==> config.mk <==
export PLATFORM = sky130hd
export DESIGN_NAME = ysyx_22040386_core_seq
export DESIGN_NICKNAME = d
export VERILOG_FILES = /design/src/rtl/ysyx_22040386_core_seq.sv
export SDC_FILE = /design/constraint.sdc
export NUM_CORES = 1
export LEC_CHECK = 0
export BUFFER_PORTS_ARGS = -buffer_cell sky130_fd_sc_hd__buf_4
export CORE_ASPECT_RATIO = 2
export CORE_MARGIN = 5
export CORE_UTILIZATION = 30
export DETAILED_ROUTE_END_ITERATION = 10
export GPL_TIMING_DRIVEN = 0
export HOLD_SLACK_MARGIN = 0.08
export PLACE_DENSITY = 0.53
export SLEW_MARGIN = 20
export SYNTH_ARGS = -nofsm -noshare
export SYNTH_HDL_FRONTEND = slang
export SYNTH_SLANG_ARGS = --single-unit
==> constraint.sdc <==
create_clock -name clk -period 4.95 [get_ports clk]
set_input_delay 0.99 -clock clk [delete_from_list [all_inputs] [get_ports clk]]
set_output_delay 0.99 -clock clk [all_outputs]
set_load 0.03 [all_outputs]
==> src/rtl/ysyx_22040386_core_seq.sv <==
// Multi-cycle control sequencer for the NPC core: FETCH -> DECODE -> (MEM) -> WB,
// with a bus-response watchdog, halt on ebreak, and cycle/instret counters.
module ysyx_22040386_core_seq #(
  parameter int unsigned TIMEOUT = 1024
) (
  input  logic        clk,
  input  logic        rst,
  output logic        ifu_req,
  input  logic        ifu_rvalid,
  input  logic [31:0] ifu_rdata,
  output logic [31:0] inst,
  input  logic        dec_mem_read,
  input  logic        dec_mem_write,
  input  logic        dec_reg_write,
  output logic        lsu_req,
  output logic        lsu_wen,
  input  logic        lsu_done,
  output logic        rf_we,
  output logic        pc_we,
  output logic        halt,
  output logic        halt_err,
  output logic [2:0]  state,
  output logic [63:0] cycle_cnt,
  output logic [63:0] instret
);

  typedef enum logic [2:0] {
    S_IDLE   = 3'd0,
    S_FETCH  = 3'd1,
    S_DECODE = 3'd2,
    S_MEM    = 3'd3,
    S_WB     = 3'd4,
    S_HALT   = 3'd5
  } state_e;

  localparam int WCW = (TIMEOUT > 0) ? $clog2(TIMEOUT + 1) : 1;
  localparam logic [WCW-1:0] WLAST = WCW'(TIMEOUT - 1);
  localparam logic [31:0] EBREAK = 32'h0010_0073;

  state_e          state_q, state_d;
  logic [31:0]     inst_q, inst_d;
  logic [WCW-1:0]  wait_q, wait_d;
  logic            halt_q, halt_d;
  logic            err_q, err_d;
  logic [63:0]     cycle_q, cycle_d;
  logic [63:0]     instret_q, instret_d;
  logic            retire;
  logic            wd_exp;

  // Expiry fires on the TIMEOUT-th waiting cycle; a response in that cycle takes priority.
  assign wd_exp = (TIMEOUT != 0) && (wait_q == WLAST);

  always_comb begin
    state_d = state_q;
    inst_d  = inst_q;
    wait_d  = wait_q;
    halt_d  = halt_q;
    err_d   = err_q;
    retire  = 1'b0;
    ifu_req = 1'b0;
    lsu_req = 1'b0;
    lsu_wen = 1'b0;
    rf_we   = 1'b0;
    pc_we   = 1'b0;
    case (state_q)
      S_IDLE: begin
        state_d = S_FETCH;
        wait_d  = '0;
      end
      S_FETCH: begin
        ifu_req = 1'b1;
        if (ifu_rvalid) begin
          inst_d  = ifu_rdata;
          state_d = S_DECODE;
        end else if (wd_exp) begin
          state_d = S_HALT;
          halt_d  = 1'b1;
          err_d   = 1'b1;
        end else begin
          wait_d = wait_q + WCW'(1);
        end
      end
      S_DECODE: begin
        if (inst_q == EBREAK) begin
          state_d = S_HALT;
          halt_d  = 1'b1;
          retire  = 1'b1;
        end else if (dec_mem_read || dec_mem_write) begin
          state_d = S_MEM;
          wait_d  = '0;
        end else begin
          state_d = S_WB;
        end
      end
      S_MEM: begin
        lsu_req = 1'b1;
        lsu_wen = dec_mem_write;
        if (lsu_done) begin
          state_d = S_WB;
        end else if (wd_exp) begin
          state_d = S_HALT;
          halt_d  = 1'b1;
          err_d   = 1'b1;
        end else begin
          wait_d = wait_q + WCW'(1);
        end
      end
      S_WB: begin
        pc_we   = 1'b1;
        rf_we   = dec_reg_write;
        retire  = 1'b1;
        state_d = S_FETCH;
        wait_d  = '0;
      end
      default: ;
    endcase
    cycle_d   = (state_q != S_HALT) ? cycle_q + 64'd1 : cycle_q;
    instret_d = retire ? instret_q + 64'd1 : instret_q;
  end

  always_ff @(posedge clk) begin
    if (rst) begin
      state_q   <= S_IDLE;
      inst_q    <= '0;
      wait_q    <= '0;
      halt_q    <= 1'b0;
      err_q     <= 1'b0;
      cycle_q   <= '0;
      instret_q <= '0;
    end else begin
      state_q   <= state_d;
      inst_q    <= inst_d;
      wait_q    <= wait_d;
      halt_q    <= halt_d;
      err_q     <= err_d;
      cycle_q   <= cycle_d;
      instret_q <= instret_d;
    end
  end

  assign inst      = inst_q;
  assign halt      = halt_q;
  assign halt_err  = err_q;
  assign state     = state_q;
  assign cycle_cnt = cycle_q;
  assign instret   = instret_q;

endmodule
==> metrics.txt <==
status finished clean; r2r worst-path depth 8; CTS Buf Count 17; CP Class reg2out; routed len/inst 19.9 um; Comb pwr share 8.8%; antenna violations before repair 0; Clk pin slew, worst setup/hold paths 0.07 ns; hold endpoint halt; DR vias between 9k and 10k; fin crit period roughly 2.9 ns; Synth area leader dfxtp_1; xor/xnor cell area share of the yosys netlist 2.93%; Non-Filler Instances 1651; number of synthesized register bits 176; post-synth net total 1096; Slew headroom 41.5%; slew at the pin closest to its max-slew limit slightly below 0.9 ns; leakage 4.01 nW; Yosys cell types 58; ranking of synthesized cells by area dfxtp_1 41%, a21oi_1 7.8%, or4_1 5.8%; hold_buf cts 0; vias in the first global route 9009; post-synthesis mux area share 0.246%; M3 GR Usage 4.03%; met1 Use GR between 20 and 25%; most frequent cells in the layout 209 x buf_4, 176 x dfxtp_1, 135 x a21oi_1, 122 x nand2_1, 67 x or4_1; storage element area ~0.0035 mm^2; busiest grt layer met2; most common cell after layout, fill and taps aside buf_4; DIE WIDTH 130 um; R2R Path End instret[62]; CP endpoint kind output pin; H-tree Lvls 4; placed insts roughly 1.6k; Worst R2R Start inst[31]; number of clock sinks ~180; Startpoint Class flip-flop; Sw Ratio about 25%; Final HPWL DP between 20000 and 30000 um; yosys warns 0; Routed WL 32800 um; GP Congestion about 0.85; final hold vios 0; die area 0.0326 mm^2; CP Max Fanout 10; M2 GR Usage about two fifths; min-delay src halt; Finished Cell Area between 0.01 and 0.015 mm^2; global route overflow 0; CTS Root Buffer Type clkbuf_16; PnR Total Power 3.16 mW; flop-to-flop setup slack around 2.1 ns; core area 0.0287 mm^2; CTS tree built; clock share of power 45.0%; clock buffer depth 2; worst vdd ir 0.228 mV; Initial Util a little under a third; Setup-failing EPs final 0; antenna viol nets, final 0; area of placed instances 0.0107 mm^2; CP Data Required Time slightly below 4 ns; Hold Crit Depth 2; Synth Area in Compound Gates about a fifth; Seq/Total Area, Yosys 40.7%; all-layer global routing usage between 10% and 20%; Slew Viols, Final 0; Hold WC Path Type reg2reg; first-pass GRT wire length roughly 51000 um; largest net degree at the start of global routing 17; internal power 2.36 mW; Detailed Routing Iterations Pass 1 5; fillers 3061; post-CTS setup buffer count 0; DR vias/cell ~5.6; placement row count 88; ys async rst share 0%; Post-synth EDFFs 0; Max Freq 342 MHz; fin crit share 59.1%; top_reg_cell synth dfxtp_1; PD cells 280 mW/mm^2; Cells after Synth roughly 1.1k; Iter 0 DRT Violations approximately 380; PortBufs around 210; top cell type's share of synthesized area 40.7%; net load switching power 799 uW; n_diodes 0; combinational family with the most area after synthesis simple AND/OR/NAND/NOR gates; ratio of cells with drive above 1 in the final layout 21.5%; post-CTS sizing 0; nets 1322; Ports 209; simple-gate share of the synthesized area 32.2%; Fin Setup TNS 0 ns; DRC violations left 0; die height 250 um; area of the multi-input gates about 0.0048 mm^2; Post-Syn Area ~0.0087 mm^2; Mean Syn Cell Area 8.22 um^2; Worst EP arrival between 1.5 and 2 ns; Synth Area in Adders 0.433%; register share of total power between 40% and 50%; RSZ-0062 raised after global routing no; Core Util, Final 39.2%; Max-Cap Viols 0; Skew-Pair Late Insertion Delay 0.45 ns; skew final between 0.01 and 0.015 ns; Layout Area Growth over Synthesis 30.2%
[Yosys cell counts, drive strengths merged, types with 2 or more instances]
cell,count
dfxtp,176
a21oi,135
nand2,122
or4,67
o31ai,66
nor2,63
nand4,59
clkbuf,51
nand3,48
o21ai,34
or3,31
inv,22
nor4,22
xor2,21
and3,20
buf,16
and2,12
a211oi,11
nor3,8
xnor2,8
and4,7
a41o,6
o2111ai,6
nor2b,5
nand2b,4
nor4b,4
ha,3
o22ai,3
or2,3
or4b,3
and3b,2
o31a,2
[routing by layer]
metal | up-vias | wire length [um]
met3 | 53 | 1560
met1 | 4448 | 11500
met4 | 0 | 961
met5 | - | 0
met2 | 244 | 18800
li1 | 4423 | -
[worst max-delay path: stages (launching register included)]
cell     delay, ns
dfxtp_1       0.34
buf_4         0.17
inv_1         0.09
or3_1         0.49
inv_1         0.12
and2_1        0.13
buf_4         0.15
[cell families after synthesis]
group,count (synthesis)
buf+inv,89
simple gates,483
mux,2
fa+ha+maj,3
flops,176
xor+xnor,29
compound gates,272
[state kept, by name (all words and copies together), names as in the netlist]
register	count
halt	1
state	3
inst	32
cycle_cnt	64
instret	64
wait_q	11
halt_err	1
[layout make-up]
type | instances | share of cell area (%)
buffer | 67 | 2.72
clock buffer | 22 | 4.21
clock inverter | 8 | 1.14
inverter | 22 | 0.732
multi-input combinational | 789 | 42.2
sequential | 176 | 31.3
tap | 360 | 4.00
timing repair buffer | 207 | 13.8
[worst max-delay path by stage]
stage          slack, ns      from  cells after the start            end
3_5_place_dp        2.10       rst                      4  cycle_cnt[46]
4_1_cts             1.98  state[0]                      4        lsu_wen
6_report            2.02  state[2]                      6          rf_we
5_1_grt             1.90  state[2]                      6          rf_we
2_1_floorplan       2.21  state[2]                      5          rf_we
3_3_place_gp        2.10       rst                      4  cycle_cnt[46]
[power groups by stage]
stage	Sequential [mW]	Clock (mW)	Combinational, mW
2_1_floorplan	1.53	0	0.119
3_3_place_gp	1.49	0	0.279
3_5_place_dp	1.49	0	0.281
4_1_cts	1.46	1.48	0.282
5_1_grt	1.46	1.52	0.299
6_report	1.46	1.42	0.277
[metrics by stage]
stage | setup WS [ns] | hold slack [ns]
5_1_grt | 1.90 | 0.495
3_5_place_dp | 2.10 | 0.453
3_3_place_gp | 2.10 | 0.460
4_1_cts | 1.98 | 0.463
6_report | 2.02 | 0.459
2_1_floorplan | 2.21 | 0.461
(Power assumes the default switching activity.)
